==> config.mk <==
export PLATFORM = sky130hd
export DESIGN_NAME = elevator_call_scheduler
export DESIGN_NICKNAME = d
export VERILOG_FILES = /design/src/rtl/elevator_pkg.sv /design/src/rtl/scan_target_sel.sv /design/src/rtl/elevator_call_scheduler.sv
export SDC_FILE = /design/constraint.sdc
export NUM_CORES = 1
export LEC_CHECK = 0
export CAP_MARGIN = 40
export CORE_ASPECT_RATIO = 0.8
export CORE_UTILIZATION = 45
export CTS_CLUSTER_SIZE = 40
export DETAILED_ROUTE_END_ITERATION = 10
export HOLD_SLACK_MARGIN = 0.05
export SLEW_MARGIN = 0
export SYNTH_ARGS = -nofsm -noshare
export SYNTH_HDL_FRONTEND = slang
export SYNTH_HIERARCHICAL = 1
export SYNTH_SLANG_ARGS = --single-unit
==> constraint.sdc <==
create_clock -name clk -period 3.7 [get_ports clk]
set_clock_uncertainty 0.2 [all_clocks]
set_input_delay 0.74 -clock clk [delete_from_list [all_inputs] [get_ports clk]]
set_output_delay 0.74 -clock clk [all_outputs]
set_load 0.05 [all_outputs]
==> src/rtl/elevator_pkg.sv <==
`default_nettype none
// +----------------------------------------------------------------------+
// | elevator_pkg : shared floor constants, scheduler states, helpers      |
// | Revision     : 1.0                                                    |
// +----------------------------------------------------------------------+
package elevator_pkg;

    localparam int NUM_FLOORS = 4;
    localparam int FLOOR_W    = 2;

    typedef enum logic [1:0] {
        IDLE  = 2'd0,
        MOVE  = 2'd1,
        DOOR  = 2'd2,
        FAULT = 2'd3
    } state_e;

    function automatic logic [NUM_FLOORS-1:0] onehot(input logic [FLOOR_W-1:0] floor);
        logic [NUM_FLOORS-1:0] v;
        v        = '0;
        v[floor] = 1'b1;
        return v;
    endfunction

endpackage
`default_nettype wire

==> src/rtl/scan_target_sel.sv <==
`default_nettype none
// +----------------------------------------------------------------------+
// | scan_target_sel : SCAN next-target and in-flight retarget selection   |
// | Revision        : 1.0                                                 |
// +----------------------------------------------------------------------+
module scan_target_sel
    import elevator_pkg::*;
(
    input  logic [NUM_FLOORS-1:0] pending,
    input  logic [FLOOR_W-1:0]    car_floor,
    input  logic                  dir_pref,
    input  logic [FLOOR_W-1:0]    cur_target,
    input  logic                  in_move,
    output logic [FLOOR_W-1:0]    target,
    output logic                  target_valid,
    output logic                  dir_pref_nxt
);

    logic               above_found;
    logic [FLOOR_W-1:0] above_floor;
    logic               below_found;
    logic [FLOOR_W-1:0] below_floor;
    logic               btw_found;
    logic [FLOOR_W-1:0] btw_floor;
    logic               going_up;

    always_comb begin
        above_found = 1'b0;
        above_floor = '0;
        below_found = 1'b0;
        below_floor = '0;
        btw_found   = 1'b0;
        btw_floor   = '0;
        going_up    = (cur_target > car_floor);

        // Descending scan: the last hit is the call closest above the car.
        for (int i = NUM_FLOORS - 1; i >= 0; i--) begin
            if (pending[i] && (i > int'(car_floor))) begin
                above_found = 1'b1;
                above_floor = FLOOR_W'(i);
                if (going_up && (i < int'(cur_target))) begin
                    btw_found = 1'b1;
                    btw_floor = FLOOR_W'(i);
                end
            end
        end

        // Ascending scan: the last hit is the call closest below the car.
        for (int i = 0; i < NUM_FLOORS; i++) begin
            if (pending[i] && (i < int'(car_floor))) begin
                below_found = 1'b1;
                below_floor = FLOOR_W'(i);
                if (!going_up && (i > int'(cur_target))) begin
                    btw_found = 1'b1;
                    btw_floor = FLOOR_W'(i);
                end
            end
        end

        target       = cur_target;
        target_valid = 1'b0;
        dir_pref_nxt = dir_pref;

        if (in_move) begin
            target_valid = 1'b1;
            if (btw_found) begin
                target = btw_floor;
            end
        end else if (dir_pref && above_found) begin
            target       = above_floor;
            target_valid = 1'b1;
        end else if (below_found) begin
            target       = below_floor;
            target_valid = 1'b1;
            dir_pref_nxt = 1'b0;
        end else if (above_found) begin
            target       = above_floor;
            target_valid = 1'b1;
            dir_pref_nxt = 1'b1;
        end
    end

endmodule
`default_nettype wire

==> src/rtl/elevator_call_scheduler.sv <==
`default_nettype none
// +----------------------------------------------------------------------+
// | elevator_call_scheduler : call latch, SCAN dispatch, door/move timers |
// | Revision                : 1.0                                         |
// +----------------------------------------------------------------------+
module elevator_call_scheduler
    import elevator_pkg::*;
#(
    parameter int DOOR_CYCLES  = 8,
    parameter int MOVE_TIMEOUT = 64
) (
    input  logic                  clk,
    input  logic                  rst_n,
    input  logic                  ena,
    input  logic [NUM_FLOORS-1:0] call_in,
    input  logic [FLOOR_W-1:0]    car_floor,
    output logic [NUM_FLOORS-1:0] floor_cmd,
    output logic [NUM_FLOORS-1:0] pending,
    output logic                  door_open,
    output logic                  dir_up,
    output logic                  dir_dn,
    output logic                  fault
);

    localparam int MOVE_W = $clog2(MOVE_TIMEOUT);
    localparam int DOOR_W = $clog2(DOOR_CYCLES);
    localparam logic [MOVE_W-1:0] MOVE_LAST = MOVE_W'(MOVE_TIMEOUT - 1);
    localparam logic [DOOR_W-1:0] DOOR_LAST = DOOR_W'(DOOR_CYCLES - 1);

    logic [NUM_FLOORS-1:0] sync1_q, sync1_d;
    logic [NUM_FLOORS-1:0] call_s_q, call_s_d;
    state_e                state_q, state_d;
    logic                  dir_pref_q, dir_pref_d;
    logic [FLOOR_W-1:0]    target_q, target_d;
    logic [NUM_FLOORS-1:0] pending_q, pending_d;
    logic [NUM_FLOORS-1:0] floor_cmd_q, floor_cmd_d;
    logic                  door_open_q, door_open_d;
    logic                  dir_up_q, dir_up_d;
    logic                  dir_dn_q, dir_dn_d;
    logic                  fault_q, fault_d;
    logic [MOVE_W-1:0]     move_tmr_q, move_tmr_d;
    logic [DOOR_W-1:0]     door_tmr_q, door_tmr_d;

    logic [FLOOR_W-1:0]    sel_target;
    logic                  sel_valid;
    logic                  sel_dir_pref;

    scan_target_sel u_scan_target_sel (
        .pending      (pending_q),
        .car_floor    (car_floor),
        .dir_pref     (dir_pref_q),
        .cur_target   (target_q),
        .in_move      (state_q == MOVE),
        .target       (sel_target),
        .target_valid (sel_valid),
        .dir_pref_nxt (sel_dir_pref)
    );

    always_comb begin
        sync1_d     = call_in;
        call_s_d    = sync1_q;
        state_d     = state_q;
        dir_pref_d  = dir_pref_q;
        target_d    = target_q;
        pending_d   = pending_q;
        floor_cmd_d = floor_cmd_q;
        door_open_d = door_open_q;
        dir_up_d    = dir_up_q;
        dir_dn_d    = dir_dn_q;
        fault_d     = fault_q;
        move_tmr_d  = move_tmr_q;
        door_tmr_d  = door_tmr_q;

        if (ena) begin
            case (state_q)
                IDLE: begin
                    pending_d = pending_q | call_s_q;
                    if (pending_q[car_floor]) begin
                        pending_d[car_floor] = 1'b0;
                        state_d              = DOOR;
                        door_open_d          = 1'b1;
                        door_tmr_d           = '0;
                    end else if (sel_valid) begin
                        state_d     = MOVE;
                        target_d    = sel_target;
                        dir_pref_d  = sel_dir_pref;
                        floor_cmd_d = onehot(sel_target);
                        dir_up_d    = (sel_target > car_floor);
                        dir_dn_d    = (sel_target < car_floor);
                        move_tmr_d  = '0;
                    end
                end
                MOVE: begin
                    pending_d = pending_q | call_s_q;
                    // Arrival is tested first so it beats a same-cycle timeout
                    // and swallows a fresh call for the stop floor.
                    if (car_floor == target_q) begin
                        pending_d[target_q] = 1'b0;
                        state_d             = DOOR;
                        floor_cmd_d         = '0;
                        dir_up_d            = 1'b0;
                        dir_dn_d            = 1'b0;
                        door_open_d         = 1'b1;
                        door_tmr_d          = '0;
                    end else if (move_tmr_q == MOVE_LAST) begin
                        state_d     = FAULT;
                        pending_d   = '0;
                        floor_cmd_d = '0;
                        dir_up_d    = 1'b0;
                        dir_dn_d    = 1'b0;
                        fault_d     = 1'b1;
                    end else begin
                        move_tmr_d  = move_tmr_q + MOVE_W'(1);
                        target_d    = sel_target;
                        floor_cmd_d = onehot(sel_target);
                        dir_up_d    = (sel_target > car_floor);
                        dir_dn_d    = (sel_target < car_floor);
                    end
                end
                DOOR: begin
                    pending_d = pending_q | (call_s_q & ~onehot(car_floor));
                    if (call_s_q[car_floor]) begin
                        door_tmr_d = '0;
                    end else if (door_tmr_q == DOOR_LAST) begin
                        state_d     = IDLE;
                        door_open_d = 1'b0;
                    end else begin
                        door_tmr_d = door_tmr_q + DOOR_W'(1);
                    end
                end
                default: begin
                    pending_d   = '0;
                    floor_cmd_d = '0;
                    door_open_d = 1'b0;
                    dir_up_d    = 1'b0;
                    dir_dn_d    = 1'b0;
                    fault_d     = 1'b1;
                end
            endcase
        end
    end

    always_ff @(posedge clk or negedge rst_n) begin
        if (!rst_n) begin
            sync1_q     <= '0;
            call_s_q    <= '0;
            state_q     <= IDLE;
            dir_pref_q  <= 1'b1;
            target_q    <= '0;
            pending_q   <= '0;
            floor_cmd_q <= '0;
            door_open_q <= 1'b0;
            dir_up_q    <= 1'b0;
            dir_dn_q    <= 1'b0;
            fault_q     <= 1'b0;
            move_tmr_q  <= '0;
            door_tmr_q  <= '0;
        end else begin
            sync1_q     <= sync1_d;
            call_s_q    <= call_s_d;
            state_q     <= state_d;
            dir_pref_q  <= dir_pref_d;
            target_q    <= target_d;
            pending_q   <= pending_d;
            floor_cmd_q <= floor_cmd_d;
            door_open_q <= door_open_d;
            dir_up_q    <= dir_up_d;
            dir_dn_q    <= dir_dn_d;
            fault_q     <= fault_d;
            move_tmr_q  <= move_tmr_d;
            door_tmr_q  <= door_tmr_d;
        end
    end

    assign floor_cmd = floor_cmd_q;
    assign pending   = pending_q;
    assign door_open = door_open_q;
    assign dir_up    = dir_up_q;
    assign dir_dn    = dir_dn_q;
    assign fault     = fault_q;

endmodule
`default_nettype wire

### Word-level counts from Yosys, hierarchy flattened

Cells that the tools add are included.

| operators by class | value |
|---|---|
| divide/modulo/power cells | 0 |
| reductions and logical operators | 27 |
| shifts and indexed selects | 0 |
| order comparisons | 19 |
| bitwise gates (word level) | 12 |
| mux-type cells | 97 |
| $mul | 0 |
| equal/unequal tests | 17 |
| add/sub/neg operators | 2 |

Operator list:

| kind | count |
|---|---|
| $mux W2 | 27 |
| $mux W1 | 40 |
| $mux W4 | 7 |
| $mux W6 | 4 |
| $pmux W4 S3 | 2 |
| $ne A2 B2 Y1 const B | 9 |
| $logic_and A1 B1 Y1 | 14 |
| $and A4 B4 Y4 | 3 |
| $mux W3 | 4 |
| $pmux W6 S2 | 1 |
| $reduce_and A6 Y1 | 2 |
| $reduce_and A5 Y1 | 2 |
| $lt A2 B3 Y1 const B | 3 |
| $ne A3 B3 Y1 const B | 3 |
| $pmux W1 S3 | 3 |
| $pmux W3 S3 | 1 |
| $not A4 Y4 | 2 |
| $or A4 B4 Y4 | 2 |
| $reduce_and A4 Y1 | 2 |
| $reduce_and A7 Y1 | 1 |
| $add A6 B1 Y6 const B | 1 |
| $demux W1 S2 | 3 |
| $eq A6 B6 Y1 const B | 1 |
| $ge A2 B1 Y1 const B | 3 |
| other kinds (21) | 34 |

| word-level totals | value |
|---|---|
| register bits after elaboration | 34 |
| input port bits | 9 |
| memories | 0 |
| word-level logic and storage cells | 187 |
| memory bits (read-only) | 0 |
| memory bits (writable) | 0 |
| output and inout port bits | 12 |
| latch bits | 0 |

### Depth between registers and ports, before layout

| depth | value |
|---|---|
| word-level depth | 19 |
| gate-level depth with buffers | 14 |
| depth with buffers taken out | 14 |

### Modules after synthesis

The synthesis kept the hierarchy.

By module, submodules not included:

| module | cells each | area an instance (µm²) | sequential area each (µm²) | times used |
|---|---|---|---|---|
| elevator_call_scheduler | 188 | 1891.8 | 852.1 | 1 |
| scan_target_sel | 62 | 384.1 | 0.0 | 1 |

### Worst setup path after synthesis

No wires, ideal clock.

| path | value |
|---|---|
| path type | input to register |
| from | input car_floor[1] |
| to | register dir_up_q (netlist: dir_up) |
| stages on the path | 12 |
| path slack | 0.696 ns |
| path buffers | 0 |
| arrival | 2.722 ns |
| library setup time | 0.083 ns |
| data required time | 3.417 ns |
| cell sequence | inv_1 ha_1 nor2b_1 o21ai_1 xor2_1 o221ai_1 a22oi_1 inv_1 ha_1 a21oi_1 nand2_1 o21ai_0 |

| on the way | value |
|---|---|
| cells in the longest elaborated chain, start to end | 16 |
| elaborated cells between the ends (all ways) | 67 |
| classes of those cells | 8 x order compare; 3 x eq/ne; 43 x mux; 13 x reduce/logical |

RTL lines:

| what | line | RTL |
|---|---|---|
| start, declared | elevator_call_scheduler.sv:16 | `input logic [FLOOR_W-1:0] car_floor,` |
| $gt A2 B2 Y1 | scan_target_sel.sv:34 | `going_up = (cur_target > car_floor);` |
| $logic_and A1 B1 Y1 | scan_target_sel.sv:41 | `if (going_up && (i < int'(cur_target))) begin` |
| $mux W1 | scan_target_sel.sv:41 |  |
| $mux W1 | scan_target_sel.sv:38 | `if (pending[i] && (i > int'(car_floor))) begin` |
| $mux W1 | scan_target_sel.sv:41 |  |
| $mux W1 | scan_target_sel.sv:38 |  |
| $mux W1 | scan_target_sel.sv:53 | `if (!going_up && (i > int'(cur_target))) begin` |
| $mux W1 | scan_target_sel.sv:50 | `if (pending[i] && (i < int'(car_floor))) begin` |
| $mux W1 | scan_target_sel.sv:53 |  |
| $mux W1 | scan_target_sel.sv:50 |  |
| $mux W2 | scan_target_sel.sv:66 | `if (btw_found) begin` |
| $mux W2 (*) | scan_target_sel.sv:64 | `if (in_move) begin` |
| net sel_target[0] | elevator_call_scheduler.sv:44 | `logic [FLOOR_W-1:0] sel_target;` |
| $gt A2 B2 Y1 (*) | elevator_call_scheduler.sv:88, elevator_call_scheduler.sv:116 |  |
| $mux W1 (on tied branches) | elevator_call_scheduler.sv:105, elevator_call_scheduler.sv:83 |  |
| $mux W1 (on tied branches) | elevator_call_scheduler.sv:97, elevator_call_scheduler.sv:78 |  |
| $pmux W1 S3 (*) | elevator_call_scheduler.sv:75 | `case (state_q)` |
| end signal, assigned | elevator_call_scheduler.sv:167 | `dir_up_q <= dir_up_d;` |
| end, declared | elevator_call_scheduler.sv:38 | `logic dir_up_q, dir_up_d;` |

Mark *: on every way through the listed nets, which the timed path passes. The rest lies on a longest branch. The select of a mux whose other input is x is not followed.
A chain may end at the register's enable or synchronous reset.

### Worst setup path after layout

Same ends and word-level chain as after synthesis.

==> impl_results.html <==
<table>
<tr><th>Metric</th><th>Value</th></tr>
<tr><th colspan="2">Placement</th></tr>
<tr><td>Port Buffers</td><td>20</td></tr>
<tr><td>Cells after DPL</td><td>between 300 and 400</td></tr>
<tr><td>Post-detail-place hpwl</td><td>slightly above 4000 um</td></tr>
<tr><td>Last weighted congestion value of the routability-driven placer</td><td>0.887</td></tr>
<tr><th colspan="2">Timing</th></tr>
<tr><td>Max Transition Viols Final</td><td>0</td></tr>
<tr><td>Actual transition at the worst max-transition pin</td><td>0.505 ns</td></tr>
<tr><td>Final hold viol count</td><td>0</td></tr>
<tr><td>RSZ-0062 raised after global routing</td><td>false</td></tr>
<tr><td>Post-route setup TNS</td><td>0 ns</td></tr>
<tr><td>Clock period minus final worst setup slack</td><td>roughly 3.3 ns</td></tr>
<tr><td>Maximum clock rate</td><td>between 300 and 400 MHz</td></tr>
<tr><td>Fin crit share</td><td>0.883</td></tr>
<tr><td>Worst slew slack as a fraction of its limit</td><td>0.662</td></tr>
<tr><td>Setup violators final</td><td>0</td></tr>
<tr><th colspan="2">Synth</th></tr>
<tr><td>Adder-cell area share of the yosys netlist</td><td>0.0605</td></tr>
<tr><td>Count of synthesis-stage warnings from yosys</td><td>6</td></tr>
<tr><td>Simple-gate share of the synthesized area</td><td>0.208</td></tr>
<tr><td>Synth async-reset ratio</td><td>1.00</td></tr>
<tr><td>Post-synth cell types</td><td>between 50 and 60</td></tr>
<tr><td>Post-synth EDFFs</td><td>0</td></tr>
<tr><td>Most frequent cells after synthesis</td><td>33 x dfrtp_1, 27 x nand2_1, 18 x nor2_1, 16 x o21ai_0, 15 x inv_1</td></tr>
<tr><td>Synth top area share</td><td>0.363</td></tr>
<tr><td>Compound-cell area share of the yosys netlist</td><td>0.224</td></tr>
<tr><td>Most frequent cell after synthesis</td><td>dfrtp_1</td></tr>
<tr><td>Sequential element share of the synthesized area</td><td>0.374</td></tr>
<tr><td>Cell taking the most area after synthesis</td><td>dfrtp_1</td></tr>
<tr><td>Total standard cell area after synthesis</td><td>between 0.002 and 0.0025 mm^2</td></tr>
<tr><td>Number of flip-flops and latches in the synthesized netlist</td><td>34</td></tr>
<tr><td>Combinational family with the most area after synthesis</td><td>compound AO/OA/AOI/OAI gates</td></tr>
<tr><td>Synthesized-area fraction occupied by xor and xnor cells</td><td>0.0154</td></tr>
<tr><td>Mean instance size in the synthesized netlist</td><td>slightly above 9 um^2</td></tr>
<tr><td>Synthesized Nets</td><td>270</td></tr>
<tr><td>Most used flip-flop cell after synthesis</td><td>dfrtp_1</td></tr>
<tr><td>Cell types with the largest area share after synthesis</td><td>dfrtp_1 36%, ha_1 6.0%, nand2_1 4.5%, o21ai_0 3.5%, mux2_2 3.5%</td></tr>
<tr><td>Number of standard cells after synthesis</td><td>between 200 and 300</td></tr>
<tr><td>Share of cell area taken by muxes after synthesis</td><td>0.0687</td></tr>
<tr><th colspan="2">Drt</th></tr>
<tr><td>Via density per instance</td><td>between 5 and 6</td></tr>
<tr><td>Number of search-and-repair iterations in the first detailed-routing pass</td><td>4</td></tr>
<tr><td>Remaining design rule violation count</td><td>0</td></tr>
<tr><td>Total wire length after detailed routing</td><td>~5600 um</td></tr>
<tr><td>Drt wl/cell</td><td>about 16 um</td></tr>
<tr><td>Total via count in the routed design</td><td>slightly above 2,000</td></tr>
<tr><td>Antenna violation net count after detailed routing</td><td>0</td></tr>
<tr><td>Detailed Route Iter0 Violations</td><td>~190</td></tr>
<tr><th colspan="2">Clocking</th></tr>
<tr><td>Count of hold buffers inserted by post-cts repair</td><td>0</td></tr>
<tr><td>Clock latency at the later pin of the worst-skew pair</td><td>around 0.29 ns</td></tr>
<tr><td>CTS tree</td><td>yes</td></tr>
<tr><td>Deepest clock path buffer count</td><td>2</td></tr>
<tr><td>Number of sinks driven by the clock tree</td><td>34</td></tr>
<tr><td>Number of CTS-inserted buffers</td><td>5</td></tr>
<tr><td>H-tree Lvls</td><td>2</td></tr>
<tr><td>Clock slew at reported path FFs</td><td>around 0.08 ns</td></tr>
<tr><td>Clock root buffer</td><td>clkbuf_8</td></tr>
<tr><th colspan="2">Worst setup path</th></tr>
<tr><td>Internal reg-to-reg setup slack</td><td>between 0.8 and 0.9 ns</td></tr>
<tr><td>Arrival time at the worst endpoint</td><td>3.27 ns</td></tr>
<tr><td>Type of destination of the critical path</td><td>flop</td></tr>
<tr><td>Kind of critical path</td><td>input port to flop</td></tr>
<tr><td>End of the worst register-to-register path</td><td>target_q[1]$_DFFE_PN0P_</td></tr>
<tr><td>Setup crit start kind</td><td>input port</td></tr>
<tr><td>Required time of the worst setup path</td><td>3.71 ns</td></tr>
<tr><td>Worst Reg-to-Reg Cells</td><td>9</td></tr>
<tr><td>Biggest fanout along the worst timing path</td><td>6</td></tr>
<tr><td>Startpoint of the worst register-to-register path</td><td>pending[3]$_DFFE_PN0P_</td></tr>
<tr><th colspan="2">Floorplan</th></tr>
<tr><td>Width of the chip</td><td>81.5 um</td></tr>
<tr><td>Height of the die</td><td>65.6 um</td></tr>
<tr><td>Number of primary I/O pins</td><td>21</td></tr>
<tr><td>Placeable core region</td><td>about 0.0047 mm^2</td></tr>
<tr><td>Total die area</td><td>around 0.0053 mm^2</td></tr>
<tr><td>Placement Rows</td><td>22</td></tr>
<tr><td>Initial standard-cell utilization of the core</td><td>0.481</td></tr>
<tr><th colspan="2">Global routing</th></tr>
<tr><td>Wire length of the first global-routing pass</td><td>9410 um</td></tr>
<tr><td>Aggregate global routing overflow</td><td>0</td></tr>
<tr><td>Global-route total usage across every layer</td><td>0.238</td></tr>
<tr><td>Maximum number of pins on one net before global-route repair</td><td>35</td></tr>
<tr><td>Initial antenna violation count</td><td>0</td></tr>
<tr><td>Via count of the first global-routing pass</td><td>approximately 1,900</td></tr>
<tr><th colspan="2">Hold path</th></tr>
<tr><td>Critical hold path startpoint</td><td>call_s_d[2]$_DFF_PN0_</td></tr>
<tr><td>Class of the tightest hold or removal check</td><td>flop to flop</td></tr>
<tr><td>Hold Path Stages</td><td>0</td></tr>
<tr><td>Capture endpoint of the worst hold path</td><td>call_s_q[2]$_DFF_PN0_</td></tr>
<tr><th colspan="2">Final layout</th></tr>
<tr><td>Area growth from synthesis to layout</td><td>21.2%</td></tr>
<tr><td>Post-route non-filler standard cell count</td><td>between 300 and 400</td></tr>
<tr><td>Fraction of layout instances using a drive strength above 1</td><td>0.170</td></tr>
<tr><td>Net total in the final layout</td><td>302</td></tr>
<tr><td>Number of inserted diodes</td><td>0</td></tr>
<tr><th colspan="2">Power</th></tr>
<tr><td>Pwr per Cell Area</td><td>between 900 and 1000 mW/mm^2</td></tr>
<tr><td>Lkg Pwr</td><td>around 1.2 nW</td></tr>
<tr><td>Maximum vdd ir drop</td><td>~0.46 mV</td></tr>
<tr><th colspan="2">Status</th></tr>
<tr><td>Result of the run</td><td>completed</td></tr>
<tr><th colspan="2">Job</th></tr>
<tr><td>Max-capacitance violation count</td><td>0</td></tr>
</table>
## cell families after synthesis
| kind of cell | after synthesis |
|---|---|
| AOI/OAI and AO/OA | 69 |
| adders and majority gates | 11 |
| muxes | 13 |
| xor gates and xnor gates | 4 |
| and+or+nand+nor | 93 |
| buffers and inverters | 26 |
| DFF | 34 |
## per-layer routing
layer,share of wire,GRT usage
met5,0,0
met3,0.048,0.0486
met2,0.43,0.341
met4,0.012,0.0893
met1,0.51,0.349
## where the power goes
part | leakage (nW) | total (mW) | internal [mW] | switching [mW]
combinational | 0.701 | 1.44 | 0.582 | 0.861
sequential | 0.423 | 0.624 | 0.482 | 0.142
clock | 0.0683 | 0.416 | 0.270 | 0.146
## worst max-delay path, cell delays in order
cell             delay (ns)
clkdlybuf4s50_1        0.48
inv_1                  0.06
ha_1                   0.30
nor2b_1                0.14
o21ai_2                0.23
xor2_1                 0.18
o221ai_1               0.12
a22oi_1                0.25
inv_1                  0.12
ha_1                   0.19
inv_1                  0.05
a21oi_1                0.08
a21oi_1                0.12
nand2_1                0.06
o21ai_0                0.15
## worst max path at each step
stage / endpoint / cells past startpoint / slack (ns) / startpoint
after global routing: dir_up$_DFFE_PN0P_ / 15 / 0.12 / car_floor[1]
after floorplan: dir_up$_DFFE_PN0P_ / 12 / 0.70 / car_floor[1]
after CTS: dir_up$_DFFE_PN0P_ / 15 / 0.29 / car_floor[1]
after detailed placement: dir_up$_DFFE_PN0P_ / 13 / 0.03 / car_floor[1]
after global placement: dir_up$_DFFE_PN0P_ / 13 / 0.12 / car_floor[1]
final: dir_up$_DFFE_PN0P_ / 15 / 0.43 / car_floor[1]
## cell type report
cell class / instances / area [um^2]
tap: 60 / 75.1
multi-input combinational: 190 / 1320
clock inverter: 3 / 68.8
timing repair buffer: 36 / 320
inverter: 15 / 56.3
fill: 426 / 1980
clock buffer: 5 / 68.8
sequential: 34 / 852
## cells in the final DEF, fill, tap and decap left out, drive strengths merged, types with 2 or more instances in the layout
cell | netlist | routed
a2111oi | 2 | 2
clkdlybuf4s50 | 0 | 20
and2 | 3 | 3
nand2b | 7 | 7
buf | 6 | 16
and3 | 2 | 2
nand4b | 2 | 2
nor3 | 3 | 3
nor2b | 4 | 4
nor4 | 2 | 2
a22o | 3 | 3
a21o | 2 | 2
nand2 | 27 | 27
a221oi | 6 | 6
mux2i | 4 | 4
mux2 | 8 | 8
ha | 11 | 11
clkbuf | 5 | 5
nand3b | 3 | 3
nor2 | 19 | 19
a31oi | 3 | 3
o221ai | 2 | 2
o21ai | 20 | 20
inv | 15 | 15
dfrtp | 33 | 33
o31ai | 3 | 3
a311oi | 2 | 2
a222oi | 3 | 3
nand3 | 9 | 9
a21oi | 12 | 12
or2 | 5 | 5
xor2 | 4 | 4
bufinv | 0 | 2
o22ai | 2 | 2
o211ai | 2 | 2
## flip-flops by register name, indices dropped and copies added, names as in the netlist
name and count:
dir_dn 1, floor_cmd 4, state_q 2, call_s_q 4
door_open 1, call_s_d 4, pending 4, fault 1
dir_pref_q 1, target_q 2, door_tmr_q 3, move_tmr_q 6
dir_up 1
## what timing repair did
action,4_1_cts,5_1_grt
resized for setup,0,1
setup buffers,0,0
endpoints found under the hold margin,0,0
endpoints found under the setup margin,0,1
## through the flow
| step | total power, mW | instance area [um^2] | setup WS, ns | utilization | hold WS, ns |
|---|---|---|---|---|---|
| finish | 2.48 | 2760 | 0.434 | 0.582 | 0.152 |
| global route | 2.68 | 2760 | 0.123 | 0.582 | 0.162 |
| global placement | 2.04 | 2620 | 0.115 | 0.553 | 0.132 |
| detailed placement | 2.05 | 2620 | 0.0311 | 0.553 | 0.135 |
| CTS | 2.48 | 2750 | 0.293 | 0.582 | 0.153 |
| floorplan | 1.60 | 2280 | 0.696 | - | 0.131 |
(Power assumes the default switching activity.)
